## src/rtl/pipe_share_arb.sv

```systemverilog
// pipe_share_arb: shares one in-order, fixed-latency valid/ready pipeline
// between NUM_REQ requesters.
//  - The input side is a round-robin arbiter with zero added latency.
//  - Each granted requester ID is pushed into a tag FIFO.
//  - The FIFO head steers every pipeline result back to its originator.
// Optional: define PIPE_SHARE_ARB_STATS_EN to add saturating per-requester
// grant counters (grant_cnt_o) with a synchronous clear (stats_clr_i).

`ifdef PIPE_SHARE_ARB_STATS_EN
// Saturating 16-bit grant counter for one requester; clear beats increment.
module pipe_share_arb_cnt (
    input  logic        clk_i,
    input  logic        reset_ni,
    input  logic        clr_i,
    input  logic        inc_i,
    output logic [15:0] cnt_o
);
    logic [15:0] cnt_q, cnt_d;

    // Next count: clear wins, otherwise increment until all-ones.
    always_comb begin
        cnt_d = cnt_q;
        if (clr_i)
            cnt_d = '0;
        else if (inc_i && (cnt_q != 16'hFFFF))
            cnt_d = cnt_q + 16'd1;
    end

    // Counter register.
    always_ff @(posedge clk_i or negedge reset_ni) begin
        if (!reset_ni) cnt_q <= '0;
        else           cnt_q <= cnt_d;
    end

    assign cnt_o = cnt_q;
endmodule
`endif

module pipe_share_arb #(
    parameter int NUM_REQ   = 4,
    parameter int DATA_W    = 5,
    parameter int TAG_DEPTH = 8
) (
    input  logic                        clk_i,
    input  logic                        reset_ni,
    input  logic [NUM_REQ*DATA_W-1:0]   req_val_i,
    input  logic [NUM_REQ-1:0]          req_valid_i,
    output logic [NUM_REQ-1:0]          req_rdy_o,
    output logic [DATA_W-1:0]           pipe_in_val_o,
    output logic                        pipe_in_valid_o,
    input  logic                        pipe_in_rdy_i,
    input  logic [DATA_W-1:0]           pipe_out_val_i,
    input  logic                        pipe_out_valid_i,
    output logic                        pipe_out_rdy_o,
    output logic [DATA_W-1:0]           rsp_val_o,
    output logic [NUM_REQ-1:0]          rsp_valid_o,
    input  logic [NUM_REQ-1:0]          rsp_rdy_i,
    output logic                        busy_o,
    output logic                        err_o
`ifdef PIPE_SHARE_ARB_STATS_EN
    ,
    input  logic                        stats_clr_i,
    output logic [NUM_REQ*16-1:0]       grant_cnt_o
`endif
);
    localparam int ID_W = $clog2(NUM_REQ);
    localparam int AW   = $clog2(TAG_DEPTH);
    localparam int CW   = AW + 1;

    typedef logic [ID_W-1:0] id_t;

    logic [NUM_REQ-1:0][DATA_W-1:0] req_pay;
    assign req_pay = req_val_i;

    id_t           rr_ptr_q, rr_ptr_d;
    id_t           grant;
    id_t           head;
    logic          found;
    logic          any_req;
    logic          tag_full, tag_empty;
    logic          push, pop;
    logic [AW-1:0] wr_ptr_q, wr_ptr_d;
    logic [AW-1:0] rd_ptr_q, rd_ptr_d;
    logic [CW-1:0] count_q, count_d;
    id_t           tag_mem_q [TAG_DEPTH];
    id_t           tag_mem_d [TAG_DEPTH];
    logic          err_q, err_d;

    assign any_req   = |req_valid_i;
    assign tag_full  = (count_q == CW'(TAG_DEPTH));
    assign tag_empty = (count_q == '0);

    // Round-robin search: first valid requester at or after rr_ptr, wrapping.
    always_comb begin
        int j;
        found = 1'b0;
        grant = '0;
        for (int i = 0; i < NUM_REQ; i++) begin
            j = int'(rr_ptr_q) + i;
            if (j >= NUM_REQ) j = j - NUM_REQ;
            if (!found && req_valid_i[j[ID_W-1:0]]) begin
                found = 1'b1;
                grant = id_t'(j);
            end
        end
    end

    // Input side: valid ignores downstream ready; everything gated by reset
    // so no handshake is visible while reset_ni is low.
    assign pipe_in_valid_o = reset_ni && any_req && !tag_full;
    assign pipe_in_val_o   = req_pay[grant];
    assign push            = pipe_in_valid_o && pipe_in_rdy_i;

    // One-hot request ready to the granted requester only.
    always_comb begin
        req_rdy_o = '0;
        if (push) req_rdy_o[grant] = 1'b1;
    end

    // Output side: the FIFO head owns the current pipeline result.
    assign head           = tag_mem_q[rd_ptr_q];
    assign rsp_val_o      = pipe_out_val_i;
    assign pipe_out_rdy_o = reset_ni && !tag_empty && rsp_rdy_i[head];
    assign pop            = pipe_out_valid_i && pipe_out_rdy_o;

    // One-hot response valid towards the head requester.
    always_comb begin
        rsp_valid_o = '0;
        if (reset_ni && pipe_out_valid_i && !tag_empty) rsp_valid_o[head] = 1'b1;
    end

    // Next-state for arbiter pointer, tag FIFO and sticky error.
    always_comb begin
        rr_ptr_d  = rr_ptr_q;
        wr_ptr_d  = wr_ptr_q;
        rd_ptr_d  = rd_ptr_q;
        count_d   = count_q;
        tag_mem_d = tag_mem_q;
        err_d     = err_q | (pipe_out_valid_i && tag_empty);
        if (push) begin
            tag_mem_d[wr_ptr_q] = grant;
            wr_ptr_d            = wr_ptr_q + AW'(1);
            rr_ptr_d            = (grant == id_t'(NUM_REQ - 1)) ? '0 : grant + id_t'(1);
        end
        if (pop)
            rd_ptr_d = rd_ptr_q + AW'(1);
        // Simultaneous push/pop leaves the occupancy unchanged.
        if (push && !pop)
            count_d = count_q + CW'(1);
        else if (pop && !push)
            count_d = count_q - CW'(1);
    end

    // State registers; in-flight tags are dropped on reset.
    always_ff @(posedge clk_i or negedge reset_ni) begin
        if (!reset_ni) begin
            rr_ptr_q <= '0;
            wr_ptr_q <= '0;
            rd_ptr_q <= '0;
            count_q  <= '0;
            err_q    <= 1'b0;
            for (int i = 0; i < TAG_DEPTH; i++) tag_mem_q[i] <= '0;
        end else begin
            rr_ptr_q  <= rr_ptr_d;
            wr_ptr_q  <= wr_ptr_d;
            rd_ptr_q  <= rd_ptr_d;
            count_q   <= count_d;
            err_q     <= err_d;
            tag_mem_q <= tag_mem_d;
        end
    end

    assign busy_o = !tag_empty;
    assign err_o  = err_q;

`ifdef PIPE_SHARE_ARB_STATS_EN
    for (genvar k = 0; k < NUM_REQ; k++) begin : g_cnt
        pipe_share_arb_cnt u_cnt (
            .clk_i    (clk_i),
            .reset_ni (reset_ni),
            .clr_i    (stats_clr_i),
            .inc_i    (push && (grant == id_t'(k))),
            .cnt_o    (grant_cnt_o[k*16 +: 16])
        );
    end
`endif
endmodule

```

## config.mk

```make
export PLATFORM = sky130hd
export DESIGN_NAME = pipe_share_arb
export DESIGN_NICKNAME = d
export VERILOG_FILES = /design/src/rtl/pipe_share_arb.sv
export SDC_FILE = /design/constraint.sdc
export NUM_CORES = 1
export LEC_CHECK = 0
export BUFFER_PORTS_ARGS = -buffer_cell sky130_fd_sc_hd__buf_2
export CAP_MARGIN = 25
export CORE_UTILIZATION = 45
export DETAILED_ROUTE_END_ITERATION = 8
export PLACE_DENSITY = 0.69
export SETUP_SLACK_MARGIN = 0.15
export SLEW_MARGIN = 20
export SYNTH_ARGS = -nofsm -noshare
export SYNTH_HDL_FRONTEND = slang
export SYNTH_SLANG_ARGS = --single-unit
```

## constraint.sdc

```tcl
create_clock -name clk_i -period 3.6 [get_ports clk_i]
set_input_delay 0.18 -clock clk_i [delete_from_list [all_inputs] [get_ports clk_i]]
set_output_delay 0.18 -clock clk_i [all_outputs]
set_load 0.02 [all_outputs]
```

Yosys cells after proc, flatten, opt, wreduce, memory -nomap -nowiden
Cells that the tools add are included.

Register bits after elaboration: 29. Latch bits: 0. Bits in writable memories: 0. ROM bits: 0. Output and inout port bits: 22. Word-level logic and storage cells: 110. Memories kept: 0.

Add/sub/neg operators: 12. Multipliers: 0. Div/mod/pow operators: 0. Order comparisons: 15. Eq/ne operators: 2. Shift operators: 0. Muxes and demuxes: 38. Bitwise logic cells: 3. Reduce and logical (&&, ||, !) cells: 27.

Operators with widths (number): 2-bit two-way mux (12); 2-bit by 3-bit less-than comparator with 1-bit output, second input constant (6); 1-bit logical AND (17); 16-bit bitwise mux (1); 4-bit two-way mux (4); 1-bit binary-select mux with 2-bit select (5); 5-bit binary-select mux with 2-bit select (1); 1-bit two-way mux (10); 3-bit greater-or-equal comparator, second input constant (3); 4-bit greater-or-equal comparator, second input constant (2); 3-bit inverter with 4-bit output (2); 2-bit by 1-bit subtractor with 2-bit output, second input constant (4); 1-bit zero test (7); 2-bit by 2-bit adder with 3-bit output, second input constant (2); 3-bit by 1-bit adder with 3-bit output, second input constant (2); 2-bit binary-select mux with 3-bit select (1); 2-bit demux with 3-bit select (1); 5-bit two-way mux (1); 4-bit by 1-bit adder with 4-bit output, second input constant (1); 1-bit demux with 2-bit select (2); 4-bit equality test, second input constant (1); 2-bit by 1-bit greater-or-equal comparator with 1-bit output, second input constant (2); 4-bit zero test (1); 4-bit by 1-bit less-than comparator with 1-bit output, second input constant (1); 8 further kinds (8).

Depth between registers and ports, before layout
Depth in word-level cells: 19. Depth in mapped cells: 14. Mapped depth without buffers: 13.

Worst setup path after synthesis
No wires, ideal clock.

Path type: register to register. From: register count_q[1]. To: register count_q[3]. Setup time: 0.125 ns. Arrival time: 2.842 ns. Required time: 3.475 ns. Setup slack: 0.633 ns. Stages on the path, launching flop included: 15. Buffers on the path: 1. Clock period less this slack: 2.967 ns. Path through: dfrtp_1 -> or4_1 -> and3_1 -> clkbuf_1 -> nand2_1 -> o22ai_2 -> inv_1 -> ha_1 -> inv_1 -> ha_1 -> a21o_1 -> a21oi_1 -> xnor2_1 -> nor2_1 -> xor2_1.

Longest elaborated chain between the ends: 8.

Ends and longest elaborated chain: start: declaration (line 84) `logic [CW-1:0] count_q, count_d;`; start signal: assignment (line 167) `count_q <= count_d;`; 4-bit zero test (*) (line 91) `assign tag_empty = (count_q == '0);`; 1-bit zero test (*); named net busy_o (line 58) `output logic busy_o,`; 1-bit logical AND (*) (2 in series) (line 123) `assign pipe_out_rdy_o = reset_ni && !tag_empty && rsp_rdy_i[head];`; 1-bit logical AND (*) (line 124) `assign pop = pipe_out_valid_i && pipe_out_rdy_o;`; 1-bit zero test (line 148) `if (push && !pop)`; 1-bit logical AND (line 148); 4-bit two-way mux or 2-bit nonzero test (tied branches).

Mark *: on every way through the listed nets, which the timed path passes. The rest lies on a longest branch. The select of a mux whose other input is x is not followed. A chain may end at the register's enable or synchronous reset.

Worst setup path after layout
From: register rd_ptr_q[0]. To: register count_q[3].

Longest elaborated chain between the ends: 11.

Ends and longest elaborated chain: start: declaration (line 83) `logic [AW-1:0] rd_ptr_q, rd_ptr_d;`; start signal: assignment (line 166) `rd_ptr_q <= rd_ptr_d;`; 3-bit inverter with 4-bit output (implied by the code) (*) (line 121) `assign head = tag_mem_q[rd_ptr_q];`; 2-bit binary-select mux with 3-bit select (*) (line 121); 2-bit two-way mux (implied by the code) (*) (2 in series) (line 121); 1-bit binary-select mux with 2-bit select (*) (line 123); 1-bit two-way mux (implied by the code) (*) (line 123); 1-bit logical AND (*) (line 123); 1-bit logical AND (*) (line 124); 1-bit zero test (line 148); 1-bit logical AND (line 148); 4-bit two-way mux or 2-bit nonzero test (tied branches).

Mark *: on every way between the ends. The rest lies on a longest branch, timed or not. The select of a mux whose other input is x is not followed.

==> flow_summary.toml <==
[final_layout]
layout-drive-gt1-share = 0.415
instances_no_fill = 267
final_core_util = 0.564
final_nets = 263
final_cell_mix = "buf_2 (48), dfrtp_1 (28), mux2i_1 (21)"
area.growth.synth_to_final_pct = 19.5
final_common_cell = "buf_2"
n_antenna_cell = 0

[drt]
drt-total-wl_mm = 3.47
via_per_inst = 5.24
num_vias = 1398
routedWlPerCell_um = 13.0
drtAntennaViolNets = 0
first_pass_iters = 3
drtIter0Drc = 30
drc_errors = 0

[synthesis]
synth.distinct_cells = 41
syn_inst = 169
synth_ff_type = "dfrtp_1"
synth-async-reset-ratio = 1.00
synth_seq_area_share = 0.382
ys_warn_count = 0
synth_edf_count = 0
avgSynthCellArea_um2 = 11.2
syn_area_mm2 = 0.00190
syn-num-nets = 216
synth-seq-cells = 29

[setup_path]
start_kind = "register"
slowest_stage = "mux4_2"
required_ns = 3.76
startpoint = "rd_ptr_q[0]"
cp_max_fo = 8
r2r_end = "count_q[3]"
reg2reg_depth = 13
critPathKind = "register to register"
reg2reg_slack_ns = 0.45
crit_chain = "mux4_2, mux2i_2, nand2_1, o22ai_2, inv_1, ha_1, inv_1, ha_1, a21o_1, a21oi_1, xnor2_1, nor2_1, xor2_1"
reg2reg_from = "rd_ptr_q[0]"
cp-endpoint = "count_q[3]"
worstPathArrival_ns = 3.31
cp-end-kind = "register"
slowest_delay_ns = 0.56

[power_and_ir_drop]
ir_drop_mv = 0.293
power.density_mw_per_mm2 = 829
p_total_uw = 1880
p_leak_uw = 0.00113

[min_path]
min_path_type = "input pin to register"

[sta]
max_freq_mhz = 318
finalClockSkew_ns = 0.00561
worst_slew_pin_slew_ns = 0.793
hold_viol_final = 0
finalMaxSlewViolations = 0
relSlewSlack = 0.469
fin_crit_ns = 3.15
rsz0062_at_grt = "no"
setup_viol = 0
final.setup.tns_ns = 0
min_period_over_period = 0.875

[status]
status = "finished clean"

[placement]
io_buffers = 48
dp.cells = 258
post-dp-hpwl_mm = 2.65
gp_routability_congestion = 0.783

[die]
die_area_mm2 = 0.00449
start_util = 0.472
io_pins = 59
die_h_um = 67.0
row_count = 23
design.core.area_mm2 = 0.00403
die_w_um = 67.0

[cts]
clkLatencyLatePin_ns = 0.28
cts.clk_slew.worst_paths_ns = 0.06
h-tree-depth = 2
root_buffer = "clkbuf_8"
post-cts-setup-buffer-count = 0
clkSinkCount = 29
cts_tree = "yes"
cts_buffers = 5
clock_path_buffers = 2

[global_routing]
antenna_found_initial = 0
grt_overflow = 0
track_usage = 0.175
grt_max_degree = 22
grt_pass1_wl_mm = 5.81
grt_pass1_vias = 1279

[run]
max-cap-violations = 0
-- Yosys cell counts (all sizes together) (3+ instances only) --
library cell  instances  area, µm²
a21oi                 5       28.8
and3                  6       37.5
buf                   8       57.6
clkbuf                4       15.0
dfrtp                29        726
ha                    9        113
inv                   7       26.3
mux2                 19        218
mux2i                24        260
mux4                  3       67.6
nand2                12       47.6
nand3                 3       15.0
nor2                  8       30.0
nor3                  3       15.0
o21ai                 3       15.0
xnor2                 5       43.8
xor2                  3       26.3
-- where the power goes --
part / internal (µW) / switching [µW]
Clock: 172 / 119
Sequential: 486 / 172
Combinational: 486 / 447
Total: 1140 / 738
-- critical path: cells and delay by family (launching register included) --
kind,cells,cell delay (ns)
flops,1,0.49
mux,2,0.87
compound gates,3,0.58
buf+inv,2,0.19
xor+xnor,2,0.29
fa+ha+maj,2,0.45
simple gates,2,0.18
-- layout make-up --
type / instances / area [µm²]
inverter: 7 / 26.3
sequential: 29 / 727
timing repair buffer: 52 / 273
fill: 370 / 1760
multi-input combinational: 121 / 1080
clock inverter: 1 / 5.00
clock buffer: 7 / 96.3
tap: 50 / 62.6
-- worst min path at each step --
stage / startpoint / endpoint / slack [ns] / cells after the start
after floorplan: reset_ni / count_q[0] / -0.12 / 0
after CTS: pipe_out_valid_i / err_o / 0.15 / 3
after global placement: reset_ni / tag_mem_q[14] / 0.06 / 1
final: pipe_out_valid_i / err_o / 0.15 / 3
after detailed placement: reset_ni / tag_mem_q[14] / 0.06 / 1
after global routing: pipe_out_valid_i / err_o / 0.17 / 3
-- stage by stage --
| step | hold WS (ns) | area, µm² | worst slack (ns) |
|---|---|---|---|
| floorplan | -0.116 | 1900 | 0.633 |
| detailed placement | 0.0622 | 2160 | 0.354 |
| CTS | 0.146 | 2270 | 0.318 |
| global route | 0.165 | 2270 | 0.230 |
| global placement | 0.0621 | 2160 | 0.459 |
| finish | 0.149 | 2270 | 0.451 |
-- metal layers --
metal	GRT usage	up-vias	wire [µm]
met3	0.0411	5	160
met5	0	-	0
met2	0.285	46	1650
met4	0.0559	0	34
met1	0.226	659	1620
li1	-	688	-
-- timing repair --
item,CTS,global route
hold buffers,1,0
hold endpoints to repair,8,0
endpoints found under the setup margin,0,1
gates resized for setup,0,1
-- cell families (layout without fill, tap and decap cells) --
kind of cell	count (synthesis)	count (layout)	share of synthesized area
XOR/XNOR	8	8	0.0369
multiplexers	46	46	0.287
AO/OA/AOI/OAI	15	15	0.0540
AND/OR/NAND/NOR	42	42	0.119
buffers and inverters	19	67	0.0520
flip-flops	29	29	0.382
adder cells (fa/ha/maj)	10	10	0.0698
-- sequential cells by signal, summed over array words and instances, names as in the netlist --
| signal | count |
|---|---|
| tag_mem_q | 16 |
| rd_ptr_q | 3 |
| count_q | 4 |
| rr_ptr_q | 2 |
| wr_ptr_q | 3 |
| err_o | 1 |
(Power assumes the default switching activity.)
